## src/rtl/readout_scheduler.sv

```systemverilog
// Readback sequencer for the analog shift-register bank: walks every enabled
// channel byte by byte, sharing the bank/byte select bus with SPI (SPI wins).
module readout_scheduler #(
  parameter int unsigned SETTLE_CYCLES = 4,
  parameter int unsigned BYTES_PER_CH  = 7,
  parameter logic [7:0]  CMD_START     = 8'h01,
  parameter logic [7:0]  CMD_ABORT     = 8'h02
) (
  input  logic       iclk,
  input  logic       rstn,
  input  logic [7:0] instruction,
  input  logic [7:0] trigger_channel_mask,
  input  logic [7:0] spi_load_cnt_ser,
  input  logic [2:0] spi_select_reg,
  output logic [7:0] load_cnt_ser,
  output logic [2:0] select_reg,
  output logic       byte_strobe,
  output logic [2:0] ch_idx,
  output logic       busy,
  output logic       done
);

  localparam logic [3:0] SETTLE_LAST = 4'(SETTLE_CYCLES - 1);
  localparam logic [2:0] BYTE_LAST   = 3'(BYTES_PER_CH - 1);

  typedef enum logic [1:0] {S_IDLE, S_ARM, S_LOAD, S_DONE} state_e;

  state_e     state_q;
  logic [7:0] sync1_q, sync2_q, sync3_q, cmd_last_q;
  logic [7:0] mask_q;
  logic [2:0] ch_q, byte_q;
  logic [3:0] settle_q;
  logic [7:0] load_q;
  logic [2:0] sel_q;
  logic       busy_q, done_q;

  logic cmd_acc, spi_own, strobe_cyc;

  function automatic logic [2:0] lowest_bit(input logic [7:0] m);
    lowest_bit = 3'd0;
    for (int i = 7; i >= 0; i--) begin
      if (m[i]) lowest_bit = 3'(i);
    end
  endfunction

  // A command counts once sync2 has matched sync3 for an edge and differs from the last accepted one.
  assign cmd_acc    = (sync2_q == sync3_q) && (sync2_q != cmd_last_q);
  assign spi_own    = (spi_load_cnt_ser != 8'd0);
  assign strobe_cyc = (state_q == S_LOAD) && (settle_q == SETTLE_LAST) && !spi_own;

  always_ff @(posedge iclk or negedge rstn) begin
    if (!rstn) begin
      state_q    <= S_IDLE;
      sync1_q    <= 8'd0;
      sync2_q    <= 8'd0;
      sync3_q    <= 8'd0;
      cmd_last_q <= 8'd0;
      mask_q     <= 8'd0;
      ch_q       <= 3'd0;
      byte_q     <= 3'd0;
      settle_q   <= 4'd0;
      load_q     <= 8'd0;
      sel_q      <= 3'b111;
      busy_q     <= 1'b0;
      done_q     <= 1'b0;
    end else begin
      sync1_q <= instruction;
      sync2_q <= sync1_q;
      sync3_q <= sync2_q;
      done_q  <= 1'b0;
      if (cmd_acc) cmd_last_q <= sync2_q;

      if (cmd_acc && (sync2_q == CMD_ABORT) && (state_q != S_IDLE)) begin
        state_q  <= S_IDLE;
        ch_q     <= 3'd0;
        byte_q   <= 3'd0;
        settle_q <= 4'd0;
        load_q   <= 8'd0;
        sel_q    <= 3'b111;
        busy_q   <= 1'b0;
      end else begin
        case (state_q)
          S_IDLE: begin
            if (cmd_acc && (sync2_q == CMD_START)) begin
              mask_q  <= trigger_channel_mask;
              busy_q  <= 1'b1;
              state_q <= S_ARM;
            end
          end
          S_ARM: begin
            if (!spi_own) begin
              if (mask_q == 8'd0) begin
                ch_q    <= 3'd0;
                state_q <= S_DONE;
              end else begin
                ch_q     <= lowest_bit(mask_q);
                byte_q   <= 3'd0;
                settle_q <= 4'd0;
                load_q   <= 8'd1 << lowest_bit(mask_q);
                sel_q    <= 3'd0;
                state_q  <= S_LOAD;
              end
            end
          end
          S_LOAD: begin
            // SPI ownership restarts settling of the current byte once it lets go.
            if (spi_own) begin
              settle_q <= 4'd0;
            end else if (settle_q != SETTLE_LAST) begin
              settle_q <= settle_q + 4'd1;
            end else if (byte_q != BYTE_LAST) begin
              byte_q   <= byte_q + 3'd1;
              sel_q    <= byte_q + 3'd1;
              settle_q <= 4'd0;
            end else begin
              mask_q[ch_q] <= 1'b0;
              load_q       <= 8'd0;
              sel_q        <= 3'b111;
              state_q      <= S_ARM;
            end
          end
          S_DONE: begin
            if (!spi_own) begin
              done_q  <= 1'b1;
              busy_q  <= 1'b0;
              state_q <= S_IDLE;
            end
          end
          default: state_q <= S_IDLE;
        endcase
      end
    end
  end

  assign load_cnt_ser = spi_own ? spi_load_cnt_ser : load_q;
  assign select_reg   = spi_own ? spi_select_reg : sel_q;
  assign byte_strobe  = strobe_cyc;
  assign ch_idx       = ch_q;
  assign busy         = busy_q;
  assign done         = done_q;

endmodule

```

## config.mk

```make
export PLATFORM = sky130hd
export DESIGN_NAME = readout_scheduler
export DESIGN_NICKNAME = d
export VERILOG_FILES = /design/src/rtl/readout_scheduler.sv
export SDC_FILE = /design/constraint.sdc
export NUM_CORES = 1
export LEC_CHECK = 0
export ABC_AREA = 1
export CAP_MARGIN = 15
export CORE_MARGIN = 1
export CORE_UTILIZATION = 50
export CTS_CLUSTER_SIZE = 28
export DETAILED_ROUTE_END_ITERATION = 7
export PLACE_DENSITY = 0.76
export RECOVER_POWER = 50
export SLEW_MARGIN = 25
export SYNTH_ARGS = -nofsm -noshare
export SYNTH_HDL_FRONTEND = slang
export SYNTH_SLANG_ARGS = --single-unit
```

## constraint.sdc

```tcl
create_clock -name iclk -period 2.9 [get_ports iclk]
set_input_delay 0.87 -clock iclk [delete_from_list [all_inputs] [get_ports iclk]]
set_output_delay 0.87 -clock iclk [all_outputs]
set_load 0.02 [all_outputs]
```

Word-level counts from Yosys, hierarchy flattened --
Cells that the tools add are included.
Word-level totals: input bits 29, output and inout port bits 17, bits in registers 65, logic and storage cells 136
Cells by class: shifts and indexed selects 1, multiplexer cells 67, $add $sub $neg 2, magnitude comparators 2, bitwise logic cells 3, reductions and logical operators 24, equality and inequality tests 24
Operators with widths (number):
- two-way mux 8 bit | 11
- two-way mux 3 bit | 27
- case mux 8 bit (2 select lines) | 2
- two-way mux 4 bit | 6
- AND reduction 6 bit | 4
- inequality test 3 bit (second input constant) | 7
- two-way mux 2 bit | 7
- case mux 3 bit (2 select lines) | 2
- AND 8 bit | 1
- == test 8 x 1 -> 1 bit (second input constant) | 1
- == test 8 x 2 -> 1 bit (second input constant) | 1
- == test 8 bit | 1
- zero test 8 bit | 1
- two-way mux 1 bit | 8
- inequality test 2 bit (second input constant) | 4
- inequality test 8 bit | 1
- NOT 8 bit | 1
- case mux 2 bit (4 select lines) | 1
- case mux 4 bit (2 select lines) | 1
- nonzero test 8 bit | 1
- left shift 1 x 3 -> 8 bit (first input constant) | 1
- logical AND 1 bit | 7
- nonzero test 2 bit | 3
- nonzero test 3 bit | 2
- 21 further kinds | 22

Logic depth before layout (Yosys ltp) --
word-level depth 17, mapped depth 13, mapped depth without buffers 12

Least setup slack after synthesis --
Ideal clock, no wire load.
path type input port to output port, start point input spi_load_cnt_ser[6], end point output select_reg[0], cell stages on the path 6, setup slack 213 ps, arrival time 1817 ps, buffers on the path 1, cell sequence inv_1 > nand4_1 > nor2_1 > clkbuf_1 > nand2_1 > nand2_1
On the way: cells in the longest elaborated chain, start to end 2
Ends and longest elaborated chain:
- start: declaration | line 13 | input logic [7:0] spi_load_cnt_ser,
- nonzero test 8 bit | line 48 | assign spi_own = (spi_load_cnt_ser != 8'd0);
- two-way mux 3 bit | line 136 | assign select_reg = spi_own ? spi_select_reg : sel_q;
- end: declaration | line 16 | output logic [2:0] select_reg,
Every way passes these cells.

Worst setup path after layout --
start point input spi_load_cnt_ser[7], end point output select_reg[0]
The elaborated chain is that of the path after synthesis.

==> summary.txt <==
Layout
  • Area of the multi-input gates: 1540 µm²
  • Number of diodes: 0
  • Register Area: 1630 µm²
  • Fill count: 557
  • Area added between synthesis and finish: 21.8%
  • Share of cells above drive strength 1: 18.2%
  • Nets: 544

Drt
  • Antenna Violating Nets Remaining: 0
  • Detailed Route WL: 7.08 mm
  • Vias: 3,047
  • Via density: 5.13
  • DRT Pass-1 Iters: 4
  • Number of remaining DRC errors: 0
  • Drt initial violations: 210
  • Wire per inst: 11.9 µm

Status
  • Run status: finished with violations
  • Failing checks: max-capacitance violations, max-slew violations

Die
  • Die Area: 7240 µm²
  • Core ar.: 6490 µm²
  • Die W: 85.1 µm
  • Initial Utilization: 53.1%
  • Die H: 85.1 µm
  • Ports: 46
  • Cell Rows: 29

Min path
  • Hold Crit Depth: 0
  • HP Class: reg -> reg

Clock tree
  • Clk root buf: clkbuf_8
  • CTS sink cnt: 65
  • Clk buf depth: 2
  • TritonCTS clock tree: done
  • Clock-pin transition on the worst setup and hold timing paths: 80 ps
  • CTS H-tree depth: 3
  • Hold Buf Count CTS: 0
  • Clk_lat worst skew: 360 ps
  • Num CTS Buffers: 9

Critical path
  • Worst reg2reg endpoint: load_q[5]$_DFFE_PN0P_
  • Worst endpoint required time: 2030 ps
  • Crit Path Category: in -> out
  • Family with the most delay on the worst path: buffers and inverters
  • R2R Setup Slk: 670 ps
  • CP Buf/Inv Count: 5
  • Worst r2r path cells: 11
  • Max FO, Critical Path: 7
  • CP max stage cell: dlygate4sd2_1
  • Worst EP arrival: 1970 ps
  • Cell mode on critical path: buf_6
  • CP Launch Type: primary input
  • Worst Setup EP: select_reg[0]
  • CP Cell Sequence: dlygate4sd2_1, inv_1, nand4_1, nor2_2, buf_6, inv_2, nand2_1, nand2_2, buf_6
  • Critical path depth in cells: 9
  • Worst r2r src: sync2_q[2]$_DFF_PN0_
  • CP Launch Point: spi_load_cnt_ser[7]
  • Largest stage delay, worst path: 230 ps
  • Nature of the critical path endpoint: primary output

STA
  • Final slew viol count: 66
  • Hold Slack: 353 ps
  • Final Hold Violating Endpoints: 0
  • Minimum clock period: 2840 ps
  • Fmax: 352 MHz
  • Fin crit share: 98.0%
  • Worst slew margin: -4.57%
  • Slew @ Worst Pin: 1570 ps
  • Final WS setup: 57.0 ps
  • RSZ-0062 raised after global routing: false
  • Endpoints failing setup: 0
  • Clock Skew: 10.7 ps

Placement
  • DP HPWL: 5.03 mm
  • Post-Place Setup Slack: -529 ps
  • GP Congestion: 0.825
  • Port buffer count: 45

Job
  • Maxcap violations: 1

Synthesis
  • Sequential fraction of the synthesis area: 47.2%
  • Post-synthesis register bit count: 65
  • Post-synthesis cell type count: 32
  • Synthesized area: 3450 µm²
  • Synth Warn #: 0
  • Commonest cells in the netlist: 160 x nand2_1, 62 x dfrtp_1, 49 x inv_1
  • Avg Cell Area, Syn: 7.74 µm²
  • Asr flop ratio synth: 100%
  • Top cells by area, synth: dfrtp_1 45%, nand2_1 17%, inv_1 5.3%, nand3_1 3.3%, nor2_1 3.3%
  • EDFF count, synth: 0
  • Syn_nets: 478
  • Top cell type by total area after synthesis: dfrtp_1
  • Synth top area share: 45.0%
  • Most common flop cell mapped by yosys: dfrtp_1
  • Most numerous cell in the Yosys netlist: nand2_1
  • Mapped Cells: 446

Global routing
  • Largest net degree at the start of global routing: 66
  • Vias in the first global route: 2,934
  • First-pass GRT wire length: 12.5 mm
  • Gr ovfl total: 0
  • Initial antenna violation count: 0
  • GR Util All Layers: 22.0%

Power and ir drop
  • Leak: 2.17 nW
  • VDD IR-drop max: 0.000400 V
  • Cell Pwr Density: 756 nW/µm²
state kept, by name (all words and copies together) (netlist names):
name	flops
state_q	2
mask_q	8
sel_q	3
sync3_q	8
cmd_last_q	8
busy	1
sync2_q	8
load_q	8
ch_idx	3
settle_q	4
done	1
byte_q	3
sync1_q	8
worst min-delay path by stage:
stage,startpoint,endpoint,slack [ps]
5_1_grt,sync1_q[6]$_DFF_PN0_,sync2_q[6]$_DFF_PN0_,360
2_1_floorplan,sync1_q[0]$_DFF_PN0_,sync2_q[0]$_DFF_PN0_,330
3_3_place_gp,sync1_q[3]$_DFF_PN0_,sync2_q[3]$_DFF_PN0_,330
4_1_cts,sync1_q[6]$_DFF_PN0_,sync2_q[6]$_DFF_PN0_,350
6_report,sync1_q[3]$_DFF_PN0_,sync2_q[3]$_DFF_PN0_,350
3_5_place_dp,sync1_q[3]$_DFF_PN0_,sync2_q[3]$_DFF_PN0_,330
report_power, final:
| part | internal, mW | leakage, nW | switching [mW] |
|---|---|---|---|
| logic | 0.435 | 1.27 | 0.798 |
| clock network | 0.323 | 0.0872 | 0.400 |
| registers | 1.09 | 0.815 | 0.131 |
| total | 1.85 | 2.17 | 1.33 |
worst register-to-register path: cells and delay by family (launching register included):
family	cells	cell delay, ps
AND/OR/NAND/NOR	10	1610
buffers and inverters	1	50
flip-flops	1	460
cell usage in the layout, fill, tap and decap left out, drive strengths merged:
| cell type | instances |
|---|---|
| o21a | 1 |
| dlygate4sd2 | 8 |
| buf | 31 |
| clkdlybuf4s50 | 24 |
| nor2 | 32 |
| dfstp | 3 |
| or2 | 2 |
| nand2 | 165 |
| o31ai | 1 |
| clkinvlp | 2 |
| xor2 | 2 |
| clkbuf | 10 |
| nor3 | 16 |
| clkinv | 1 |
| nand3 | 30 |
| dfrtp | 62 |
| nand4 | 18 |
| ha | 3 |
| inv | 63 |
| nor3b | 1 |
| o21ai | 25 |
| nand3b | 1 |
| a21oi | 11 |
| a31oi | 1 |
| xnor2 | 4 |
layout make-up:
type / instances / share of cell area (%)
flip-flops and latches: 65 / 38.8
well taps: 77 / 2.29
multi-input cells: 313 / 36.6
repair buffers: 64 / 12.7
inverters: 59 / 5.27
clock buffers: 9 / 2.95
clock inverters: 7 / 1.40
metrics by stage:
step / cells / TNS [ps] / utilization (%) / total power, mW / instance area [µm²]
2_1_floorplan: 446 / 0 / - / 2.23 / 3450
3_3_place_gp: 569 / -5160 / 61.7 / 2.44 / 4010
3_5_place_dp: 569 / -5620 / 61.7 / 2.48 / 4010
4_1_cts: 594 / 0 / 64.9 / 3.21 / 4210
5_1_grt: 594 / 0 / 64.7 / 3.45 / 4200
6_report: 594 / 0 / 64.7 / 3.18 / 4200
cell families after synthesis:
logic type	synth area share [%]
AND/OR/NAND/NOR	34.6
buffers and inverters	8.48
flip-flops	47.2
AO/OA/AOI/OAI	7.03
XOR/XNOR	1.52
adder cells (fa/ha/maj)	1.09
metal layers:
metal | track usage [%] | wire length, µm | share of wire (%) | vias up
li1 | - | - | - | 1559
met1 | 27.4 | 3230 | 46 | 1438
met2 | 37.4 | 3530 | 50 | 41
met3 | 6.23 | 251 | 3.5 | 9
met4 | 6.16 | 78 | 1.1 | 0
met5 | 0 | 0 | 0 | -
timing repair:
| item | CTS | global route |
|---|---|---|
| setup endpoints to repair | 12 | 1 |
| buffers inserted | 8 | 0 |
| pin swaps | 4 | 2 |
| gates cloned | 1 | 0 |
| gates resized for setup | 66 | 4 |
(Power assumes the default switching activity.)
